File: config.mk
export PLATFORM = sky130hd
export DESIGN_NAME = imm_gen_pipe
export DESIGN_NICKNAME = d
export VERILOG_FILES = /design/src/rtl/rv_pkg.sv /design/src/rtl/imm_gen_pipe_stage.sv /design/src/rtl/imm_gen_pipe.sv
export SDC_FILE = /design/constraint.sdc
export NUM_CORES = 1
export LEC_CHECK = 0
export BUFFER_PORTS_ARGS = -buffer_cell sky130_fd_sc_hd__buf_2
export CORE_UTILIZATION = 48
export DETAILED_ROUTE_END_ITERATION = 8
export MAX_ROUTING_LAYER = met4
export PLACE_DENSITY_LB_ADDON = 0.3
export SYNTH_ARGS = -nofsm -noshare
export SYNTH_HDL_FRONTEND = slang
export SYNTH_SLANG_ARGS = --single-unit
File: constraint.sdc
create_clock -name clk -period 2.3 [get_ports clk]
set_input_delay 0.345 -clock clk [delete_from_list [all_inputs] [get_ports clk]]
set_output_delay 0.345 -clock clk [all_outputs]
set_load 0.01 [all_outputs]
File: src/rtl/rv_pkg.sv
// Shared RV immediate-format codes for the immediate generator.
package rv_pkg;

  localparam int IMM_SRC_W = 3;

  localparam logic [IMM_SRC_W-1:0] IMM_I     = 3'd0;
  localparam logic [IMM_SRC_W-1:0] IMM_S     = 3'd1;
  localparam logic [IMM_SRC_W-1:0] IMM_B     = 3'd2;
  localparam logic [IMM_SRC_W-1:0] IMM_U     = 3'd3;
  localparam logic [IMM_SRC_W-1:0] IMM_J     = 3'd4;
  localparam logic [IMM_SRC_W-1:0] IMM_SHAMT = 3'd5;

endpackage

File: src/rtl/imm_gen_pipe_stage.sv
// One valid/ready register slot; accepts whenever empty or draining this cycle.
module imm_gen_pipe_stage #(
  parameter int DW = 32
) (
  input  logic          clk,
  input  logic          rst,
  input  logic          up_valid,
  input  logic [DW-1:0] up_data,
  output logic          up_ready,
  output logic          valid,
  output logic [DW-1:0] data,
  input  logic          down_ready
);

  assign up_ready = ~valid | down_ready;

  always_ff @(posedge clk or posedge rst) begin
    if (rst) begin
      valid <= 1'b0;
      data  <= '0;
    end else if (up_ready) begin
      valid <= up_valid;
      if (up_valid) data <= up_data;
    end
  end

endmodule

File: src/rtl/imm_gen_pipe.sv
// Pipelined RV32I/RV64I immediate generator with STAGES valid/ready slots.
// Optional feature macro IMM_GEN_ERR_EN: adds imm_err flag for reserved imm_src codes.
module imm_gen_pipe
  import rv_pkg::*;
#(
  parameter int XLEN   = 32,
  parameter int STAGES = 1
) (
  input  logic                 clk,
  input  logic                 rst,
  input  logic                 in_valid,
  output logic                 in_ready,
  input  logic [31:0]          instr,
  input  logic [IMM_SRC_W-1:0] imm_src,
  output logic                 out_valid,
  input  logic                 out_ready,
  output logic [XLEN-1:0]      imm_ext
`ifdef IMM_GEN_ERR_EN
  ,
  output logic                 imm_err
`endif
);

  if (!(XLEN == 32 || XLEN == 64) || STAGES < 1 || STAGES > 3) begin : g_bad_param
    $fatal(1, "imm_gen_pipe: XLEN must be 32/64 and STAGES 1..3");
  end

`ifdef IMM_GEN_ERR_EN
  localparam int DW = XLEN + 1;
`else
  localparam int DW = XLEN;
`endif

  function automatic logic [XLEN-1:0] decode(input logic [31:0] i,
                                             input logic [IMM_SRC_W-1:0] s);
    logic [XLEN-1:0] v;
    v = '0;
    case (s)
      IMM_I:     v = XLEN'($signed(i[31:20]));
      IMM_S:     v = XLEN'($signed({i[31:25], i[11:7]}));
      IMM_B:     v = XLEN'($signed({i[31], i[7], i[30:25], i[11:8], 1'b0}));
      IMM_U:     v = XLEN'($signed({i[31:12], 12'b0}));
      IMM_J:     v = XLEN'($signed({i[31], i[19:12], i[20], i[30:21], 1'b0}));
      IMM_SHAMT: v = (XLEN == 64) ? XLEN'(i[25:20]) : XLEN'(i[24:20]);
      default:   v = '0;
    endcase
    return v;
  endfunction

  logic [DW-1:0]     dec_data;
  logic [STAGES-1:0] slot_valid;
  logic [STAGES-1:0] slot_ready;
  logic [DW-1:0]     slot_data [STAGES];

`ifdef IMM_GEN_ERR_EN
  assign dec_data = {(imm_src > IMM_SHAMT), decode(instr, imm_src)};
  assign imm_err  = slot_data[STAGES-1][XLEN];
`else
  assign dec_data = decode(instr, imm_src);
`endif

  for (genvar k = 0; k < STAGES; k++) begin : g_slot
    logic          up_v;
    logic [DW-1:0] up_d;
    logic          dn_rdy;

    if (k == 0) begin : g_first
      assign up_v = in_valid;
      assign up_d = dec_data;
    end else begin : g_mid
      assign up_v = slot_valid[k-1];
      assign up_d = slot_data[k-1];
    end

    // Readiness ripples back from the output so bubbles collapse under stall.
    if (k == STAGES - 1) begin : g_last
      assign dn_rdy = out_ready;
    end else begin : g_inner
      assign dn_rdy = slot_ready[k+1];
    end

    imm_gen_pipe_stage #(.DW(DW)) u_stage (
      .clk        (clk),
      .rst        (rst),
      .up_valid   (up_v),
      .up_data    (up_d),
      .up_ready   (slot_ready[k]),
      .valid      (slot_valid[k]),
      .data       (slot_data[k]),
      .down_ready (dn_rdy)
    );
  end

  assign in_ready  = slot_ready[0];
  assign out_valid = slot_valid[STAGES-1];
  assign imm_ext   = slot_data[STAGES-1][XLEN-1:0];

endmodule

== Word level (Yosys, flattened, before mapping) ==
Cells that the tools add are included.
W data, S select, Z words.
Storage, ports and cells
  output and inout bits: 34
  input bits: 39
  register bits after elaboration: 33
Operators by class
  bitwise operators: 2
  mux-type cells: 1
  reduce and logical (&&, ||, !) cells: 2
  equality and inequality tests: 5
Operators by type and width (number)
  $pmux W32 S6: 1
  $eq A3 B2 Y1 const B: 2
  $eq A3 B3 Y1 const B: 2
  $eq A3 B1 Y1 const B: 1
  $logic_not A3 Y1: 1
  $reduce_and A2 Y1: 1
  $not A1 Y1: 1
  $or A1 B1 Y1: 1

== Logic depth before layout (Yosys ltp) ==
Gate-level depths: netlist of the first run.
  depth after elaboration: 3
  depth in mapped cells: 6
  gate-level depth less buffers: 4

== By module ==
A second synthesis of the first run with hierarchy kept.
Unflattened totals
  cell total of the unflattened synthesis: 162
  area, all modules: 2128.3 µm²
By module, submodules not included
  imm_gen_pipe_stage: seq. area each 825.8 µm², times used 1, area each 1395.1 µm², cells each 72
  imm_gen_pipe: seq. area each 0.0 µm², times used 1, area each 733.2 µm², cells each 90

== Least setup slack after synthesis of the first run ==
No wires, ideal clock.
  kind: register -> register
  from: reg g_slot[0].u_stage.valid
  to: reg g_slot[0].u_stage.data[12]
  period minus slack after synthesis: 1.461 ns
  setup slack: 0.839 ns
  setup time: 0.126 ns
  stages on the path, launching flop included: 6
  buffers on the path: 2
  arrival: 1.335 ns
  required time: 2.174 ns
  cells stage by stage: dfrtp_1 nand2b_2 nand2_1 buf_2 buf_2 a221o_1
Between the ends
  word-level cells in the longest chain between the ends: 3
Ends and longest elaborated chain
  start, declared: line imm_gen_pipe_stage.sv:10  | output logic valid,
  start signal, assigned: line imm_gen_pipe_stage.sv:22  | valid <= up_valid;
  $not A1 Y1: line imm_gen_pipe_stage.sv:15  | assign up_ready = ~valid | down_ready;
  $or A1 B1 Y1: line imm_gen_pipe_stage.sv:15
  net in_ready: line imm_gen_pipe.sv:12  | output logic in_ready,
  $reduce_and A2 Y1 (no line)
  end signal, assigned: line imm_gen_pipe_stage.sv:23  | if (up_valid) data <= up_data;
  end, declared: line imm_gen_pipe_stage.sv:11  | output logic [DW-1:0] data,
The timed path passes the listed nets, and every way through them passes these cells.
A chain may end at the register's enable or synchronous reset.

== Worst setup path in the final report of the first run ==
  from: reg g_slot[0].u_stage.valid
  to: reg g_slot[0].u_stage.data[26]
Between the ends
  word-level cells in the longest chain between the ends: 3
Ends and longest elaborated chain (line)
  $not A1 Y1: imm_gen_pipe_stage.sv:15
  $or A1 B1 Y1: imm_gen_pipe_stage.sv:15
  $reduce_and A2 Y1 (no line)
No other way between the ends.

==> results summary, run 1 <==
The final reports fail on design-rule violations. The routed design uses around 220 um of met3 wire. During synthesis, Yosys emitted a total of 0 warnings. The required arrival time at the worst endpoint came out at 2.58 ns.

The initial antenna violation count came out at 0. The critical setup path kind is reg2reg. The number of different library cells in the post-synthesis netlist came out at 26. The post-synthesis instance area is around 1500 sq um. CTS built an H-tree with a depth of 2. STA classifies the critical path startpoint as a flop.

Global routing used between 20% and 30% of the available tracks across all layers. For this run, the leading register cell type out of synthesis is sky130_fd_sc_hd__dfrtp_1. In this run the remaining antenna-violating nets after routing total 0. The first-pass detailed-route iteration total came out at 6. The remaining routing DRC violations came out at 8. The number of clock buffers added by TritonCTS is 5. The post-synthesis compound-gate area fraction is ~26%. Using the TritonRoute via totals, the vias-per-cell ratio works out to 5.94.

The fraction of power consumed by combinational cells came out at between 20 and 25%. Dividing total power by cell area gives a power density of around 720 nW/um^2. Of all flip-flops after synthesis, the portion carrying an async set or reset was 100%. Measured along the y axis, the die boundary spans between 50 and 60 um.

The post-placement worst setup slack came out at around 0.23 ns. The worst hold path belongs to the class in2async. The top cell type by area accounts for 56.4% of the synthesized area.

Of the total power, the share spent switching nets is between 30% and 40%. The synthesized netlist devotes 10.3% of its cell area to simple gates. The routability congestion estimate from global placement came out at 0.713. Buffers placed on the I/O ports in this run total 65.

The number of failing hold endpoints at the final stage is 0. Summed over all cells, the static leakage comes to 0.953 nW. Registers are responsible for a little over half of the overall power.

Clock-pin slew was measured on the worst setup and hold paths at between 0.1 and 0.15 ns. The flow ran to the end, but the final reports show violations. Ranked by total cell area, the synthesized netlist is headed by sky130_fd_sc_hd__dfrtp_1 56%, sky130_fd_sc_hd__a221o_1 13%, sky130_fd_sc_hd__a22o_1 3.6%. The finished layout cell area is around 1900 sq um. The count of flip-flops with a built-in enable after synthesis came out at 0. The number of pins exceeding their max-slew limit in the final report is 0.

For the pin with the worst max-slew slack, the measured transition is ~1.3 ns. The type of destination of the critical path is a flop. The clock network is responsible for 24.8% of the overall power. From left edge to right edge, the die measures about 57 um.

The area after detailed placement came out at between 1500 and 2000 sq um. For flop-to-flop paths, the worst setup slack is roughly 0.36 ns. The peak supply drop is around 0.55 mV. The signal on the critical path passes through nand2b_2, nand2_1, nor3_1, a221o_1. The placed wire-length estimate is about 2500 um. Sorting the synthesized cells by how often they occur yields 33 x sky130_fd_sc_hd__dfrtp_1, 19 x sky130_fd_sc_hd__a221o_1, 11 x sky130_fd_sc_hd__nand2_1. The worst hold slack came out at ~0.078 ns. The total detailed-routing wirelength came out at 3560 um. The depth of the worst register-to-register path came out at 4.

For the worst setup path, the data arrival time is 2.22 ns. The number of global-route vias before repair came out at 1275. The number of antenna cells inserted came out at 0. The number of sinks driven by the clock tree came out at 33. The length of routed wiring on met1 is about 1500 um. The ratio of final minimum period to clock period is 84.4%. The synthesized design contains 33 register bits. The design internal power is around 0.00092 W. The initialized floorplan defines 19 standard-cell rows. The met2 layer wire length in the routed design is 1780 um. After synthesis, the largest family of logic cells by area is compound AO/OA/AOI/OAI gates.

The headroom to the max-slew limit is 15.9%. The number of maximum-capacitance constraint violations is 0. The number of instances in the synthesized netlist is approximately 120. The largest buffer count on any clock path came out at 2. The cts-stage hold buffer count is 0. The utilization after layout came out at between 60% and 70%.

Summing all multi-input logic gate instances after layout gives a little under 600 sq um. The delay contributed by the slowest stage of the critical path came out at between 0.9 and 1 ns. 73 I/O pins were placed. The multiplexer share of the synthesized area came out at approximately 3.5%.

The post-CTS resize count is 0. The cell with the most instances after synthesis is sky130_fd_sc_hd__dfrtp_1. The count of fill cells added during filler insertion came out at between 200 and 250. Registers take between 800 and 900 sq um. When the netlist entered floorplanning its net count stood at 161. The core region is around 2800 sq um. Once the clock tree was built, the setup fixing pass inserted 0 buffers.

The overall overflow remaining after global route came out at 0. The setup total negative slack came out at 0 ns. The fraction of synthesized cell area in xor and xnor cells is 0%. The area growth from synthesis to layout is 26.3%. After layout, the minimum clock period comes to 1.94 ns. The pin count of the biggest net entering global routing is 41. The root buffer selected by CTS is sky130_fd_sc_hd__clkbuf_4. The largest fanout on the critical path is 11. Timing would allow up to ~0.52 GHz. Summing the areas of all fa, ha and maj instances in the mapped netlist gives 0% of the synthesized area. Cells with a size suffix above 1 make up a little over two fifths of the layout. The minimum setup slack in the final design is roughly 0.36 ns. The largest individual stage delay along the critical path comes from the cell sky130_fd_sc_hd__nor3_1. The number of nets at the end of the flow is approximately 230. The synthesized design spends more area on one cell type than any other, namely sky130_fd_sc_hd__dfrtp_1. The TritonCTS clock tree is built.

The final route contains around 1300 vias. The post-synthesis sequential area ratio came out at a little under three fifths. Setup repair after global routing left no endpoint under its margin. The highest metal layer carrying signal wires in the routed design is met4.

In this run the power spent charging and discharging nets is 0.000417 W. A synthesized cell averages 12.0 sq um. The DRC violation total after the first TritonRoute iteration came out at 56. The count of endpoints failing setup in the final report is 0. The per-cell routed wire length came out at 16.3 um. The initial core utilization is 51.8%. The first global-routing pass estimated approximately 6100 um of wire. The clock arrives with about 0.011 ns of skew. The die covers approximately 3300 sq um. The later-pin clock latency in the skew report is between 0.3 and 0.4 ns.
-- kinds of logic (layout without fill, tap and decap cells) --
logic type / after synthesis / count (layout)
buf+inv: 11 / 76
mux: 5 / 5
simple gates: 28 / 28
compound gates: 45 / 45
flops: 33 / 33
-- state kept, by name, indices dropped and copies added (netlist names) --
register,flops
g_slot.u_stage.data,32
g_slot.u_stage.valid,1
-- layout make-up --
| type | count | share of cell area [%] |
|---|---|---|
| timing repair buffer | 67 | 18.4 |
| tap | 31 | 2.10 |
| clock buffer | 5 | 2.03 |
| clock inverter | 3 | 1.22 |
| sequential | 33 | 44.6 |
| multi-input combinational | 78 | 31.4 |
| inverter | 1 | 0.203 |
-- placed cells by master, fill, tap and decap left out, types with 2 or more instances in the layout --
master                       instances
sky130_fd_sc_hd__a221o_1            19
sky130_fd_sc_hd__clkinvlp_4          3
sky130_fd_sc_hd__nand2_1            11
sky130_fd_sc_hd__buf_2              65
sky130_fd_sc_hd__nor2b_1             4
sky130_fd_sc_hd__clkbuf_4            5
sky130_fd_sc_hd__a22o_1              6
sky130_fd_sc_hd__a22oi_1             4
sky130_fd_sc_hd__mux2i_1             4
sky130_fd_sc_hd__a21oi_1             4
sky130_fd_sc_hd__nor2_1              3
sky130_fd_sc_hd__o21ai_0             7
sky130_fd_sc_hd__dfrtp_1            33
sky130_fd_sc_hd__nand2b_1            3
sky130_fd_sc_hd__o22a_1              3
sky130_fd_sc_hd__buf_4               2
-- critical path, delay by kind of cell, from the launching register on --
kind	cells	cell delay (ns)
AOI/OAI and AO/OA	1	0.30
and+or+nand+nor	3	1.18
DFF	1	0.40
-- per-layer routing --
metal	vias up	GRT usage, %
met4	0	7.32
met5	-	-
met3	6	6.80
met1	641	32.4
met2	51	39.8
li1	597	-
-- worst paths after layout --
check	start	endpoint
min reg2reg	g_slot[0].u_stage.data[1]$_DFFE_PP0P_	g_slot[0].u_stage.data[1]$_DFFE_PP0P_
min in group clk	instr[25]	g_slot[0].u_stage.data[5]$_DFFE_PP0P_
max	g_slot[0].u_stage.valid$_DFFE_PP0N_	g_slot[0].u_stage.data[26]$_DFFE_PP0P_
max reg2reg	g_slot[0].u_stage.valid$_DFFE_PP0N_	g_slot[0].u_stage.data[26]$_DFFE_PP0P_
max in group asynchronous	rst	g_slot[0].u_stage.data[14]$_DFFE_PP0P_
min	rst	g_slot[0].u_stage.data[2]$_DFFE_PP0P_
-- per-stage QoR --
stage,power (W),cells
finish,0.00134,218
global route,0.00141,218
CTS,0.00135,218
detailed placement,0.00102,210
global placement,0.00100,210
floorplan,0.000880,122
-- power by group through the flow --
stage	clock [W]	sequential (W)	combinational [W]
5_1_grt	0.000362	0.000707	0.000340
6_report	0.000332	0.000698	0.000309
2_1_floorplan	0	0.000744	0.000136
3_5_place_dp	0	0.000708	0.000312
4_1_cts	0.000342	0.000698	0.000313
3_3_place_gp	0	0.000702	0.000303
Power figures use the tool's default switching activity.
==> inputs of run 2 (changes only) <==
--- a/config.mk
+++ b/config.mk
@@ -6,7 +6,7 @@
 export NUM_CORES = 1
 export LEC_CHECK = 0
 export BUFFER_PORTS_ARGS = -buffer_cell sky130_fd_sc_hd__buf_2
-export CORE_UTILIZATION = 48
+export CORE_UTILIZATION = 40
 export DETAILED_ROUTE_END_ITERATION = 8
 export MAX_ROUTING_LAYER = met4
 export PLACE_DENSITY_LB_ADDON = 0.3
==> constraint.sdc (replaced) <==
create_clock -name clk -period 1.6 [get_ports clk]
set_input_delay 0.24 -clock clk [delete_from_list [all_inputs] [get_ports clk]]
set_output_delay 0.24 -clock clk [all_outputs]
set_load 0.01 [all_outputs]
==> results summary, run 2 (same netlist as run 1, synthesis figures left out) <==
The wire length of the first global-routing pass is between 5000 and 6000 um. In this run the most critical hold path is launched from instr[27]. The initial antenna violation count is 0. The analysis attributes to cell leakage a power of about 1 nW.

The floorplan die height is roughly 63 um. Counting cells, the worst reg-to-reg path comes to 4. The number of pins exceeding their max-slew limit in the final report is 0.

The number of nets at the end of the flow came out at 233. With fillers left out, the area of the finished cells amounts to 1940 sq um. The total detailed-routing wirelength came out at about 3500 um.

The number of cells on the worst hold path is 2. The remaining routing DRC violations came out at 0. In this run the critical register-to-register path is launched from g_slot[0].u_stage.valid$_DFFE_PP0N_. The DRC violation total after the first TritonRoute iteration is 51.

By startpoint and endpoint, the worst setup path is classified as reg2reg. The pin count of the biggest net entering global routing came out at 41. The cell sitting at the root of the clock tree is a sky130_fd_sc_hd__clkbuf_4. OpenSTA, run right after detailed placement, puts the worst setup slack at -0.256 ns. Ranked by flip-flop count, first place goes to g_slot.u_stage.data. The area growth from synthesis to layout is 32.3%. The number of CTS-inserted buffers is 5.

The largest fanout on the critical path is 11. The required arrival time at the worst endpoint came out at between 1.5 and 2 ns. Setup repair after global routing could not meet its margin everywhere. For this run, the total global-route usage over all layers was measured as between 10% and 20%.

Before antenna repair, the detailed router went through 4 iterations. The number of input and output port buffers inserted is between 60 and 70. CTS saw 33 sinks. The tool flagged a number of max-cap violations equal to 0. The floorplan step defined a die boundary enclosing just under 4000 sq um. STA classifies the critical path endpoint as a flop. The actual transition at the worst max-transition pin is 0.722 ns. The number of routed nets with antenna violations came out at 0. The highest clock frequency the design can meet is between 0.6 and 0.7 GHz. The TritonCTS clock tree is built. The average via count per standard cell is 5.34. The layout cell share with drive strength beyond 1 is between 40% and 50%. The number of flip-flops in the largest register came out at 32. Headroom to the max-slew limit came out at about half.

The floorplan has 21 rows. In the global route stage, met3 resource usage came out at 5.47%. The library cells used most frequently in the layout, excluding fill and tap cells, are 65 x sky130_fd_sc_hd__buf_2, 33 x sky130_fd_sc_hd__dfrtp_1, 19 x sky130_fd_sc_hd__a221o_1.

Setup violations remaining at the end of the flow were counted as 0. The later-pin clock latency in the skew report is approximately 0.32 ns. The endpoint identified for the worst register-to-register timing path is g_slot[0].u_stage.data[27]$_DFFE_PP0P_. The H-tree depth is 2. For the final routed database, the setup TNS stands at 0 ns. The number of global-route vias before repair is between 1000 and 1500.

The overall overflow remaining after global route came out at 0. Summing all placed instances gives a cell area of about 1900 sq um. In this run the deepest clock path goes through 2 buffers. The worst min-delay path class is in2reg. STA classifies the critical path startpoint as a flop.

The area of the core came out at approximately 3400 sq um. After global routing, the most crowded layer is met2. The worst min-delay path endpoint is g_slot[0].u_stage.data[7]$_DFFE_PP0P_. For the final database, setup skew stands at about 0.0084 ns. The peak supply drop came out at about 0.47 mV. At the end of routability-driven placement, the weighted congestion stood at 0.756. The number of failing hold endpoints at the final stage came out at 0.

The minimum setup slack in the final design is 0.0981 ns. The clock slew seen by the registers of the worst setup and hold paths is approximately 0.11 ns. The largest registers in the layout are g_slot.u_stage.data (32), g_slot.u_stage.valid (1). The worst hold slack is ~0.15 ns.

The met1 track utilization from global routing is between 20% and 30%. The total vias in the final route is 1286. The number of I/O pins is 73.

The most frequent standard cell in the layout excluding fill and tap cells is sky130_fd_sc_hd__buf_2. The flow ran to the end, and the final reports show no timing, DRC or antenna violations. The arrival time at the worst endpoint is between 1.5 and 2 ns. The reg-to-reg setup timing slack is between 0.09 and 0.1 ns. The initial core utilization is around 43%. The number of antenna diodes in the final layout is 0. The cell area power density came out at 988 nW/um^2. The chip width is about 63 um. The worst path uses between 90 and 100% of the clock period. The placed wire-length estimate is around 2500 um. In the global route stage, met2 resource usage came out at 30.4%.

The minimum clock period is 1.50 ns. The per-cell routed wire length came out at 14.5 um.
==> run 2: through the flow <==
stage / cells / util (%) / power, W
finish: 241 / 56.7 / 0.00191
global route: 241 / 56.7 / 0.00203
CTS: 241 / 56.7 / 0.00194
detailed placement: 232 / 54.5 / 0.00148
global placement: 232 / 54.5 / 0.00146
floorplan: 122 / - / 0.00127
==> run 2: final cells by class <==
class	instances	area, sq um
multi-input combinational	78	589
sequential	33	826
fill	319	1480
inverter	1	3.75
tap	46	57.6
clock buffer	5	37.5
timing repair buffer	75	407
clock inverter	3	17.5
==> run 2: how the worst max path moves through the flow <==
stage                                             start                                     end  slack, ns  cells past startpoint
global placement    g_slot[0].u_stage.valid$_DFFE_PP0N_  g_slot[0].u_stage.data[29]$_DFFE_PP0P_      -0.17                      4
detailed placement  g_slot[0].u_stage.valid$_DFFE_PP0N_  g_slot[0].u_stage.data[27]$_DFFE_PP0P_      -0.26                      4
finish              g_slot[0].u_stage.valid$_DFFE_PP0N_  g_slot[0].u_stage.data[27]$_DFFE_PP0P_        0.1                      4
global route        g_slot[0].u_stage.valid$_DFFE_PP0N_  g_slot[0].u_stage.data[21]$_DFFE_PP0P_      -0.02                      4
floorplan           g_slot[0].u_stage.valid$_DFFE_PP0N_  g_slot[0].u_stage.data[12]$_DFFE_PP0P_       0.14                      5
CTS                 g_slot[0].u_stage.valid$_DFFE_PP0N_  g_slot[0].u_stage.data[17]$_DFFE_PP0P_       0.07                      5
==> run 2: per-layer routing <==
metal  part of all wire [%]  vias to the layer above
met5                      0                        -
met4                   0.89                        0
met3                    6.2                        4
met2                     48                       52
met1                     45                      617
li1                       -                      613
==> run 2: power by group <==
group,internal [W],switching (W)
sequential,0.000943,0.0000592
combinational,0.000227,0.000234
clock,0.000166,0.000286
total,0.00134,0.000579
==> run 2: worst max-delay path, stage by stage (launching register included) <==
cell and delay (ns):
sky130_fd_sc_hd__dfrtp_1 0.40, sky130_fd_sc_hd__nand2b_2 0.08, sky130_fd_sc_hd__nand2_1 0.09, sky130_fd_sc_hd__nor3_2 0.61, sky130_fd_sc_hd__a221o_1 0.26
==> run 2: repair_timing <==
item | in CTS | in global routing
buffers inserted | 0 | 0
pin swaps | 0 | 0
setup endpoints to repair | 11 | 16
hold buffers | 1 | 0
endpoints found under the hold margin | 33 | 0
gates resized for setup | 2 | 1
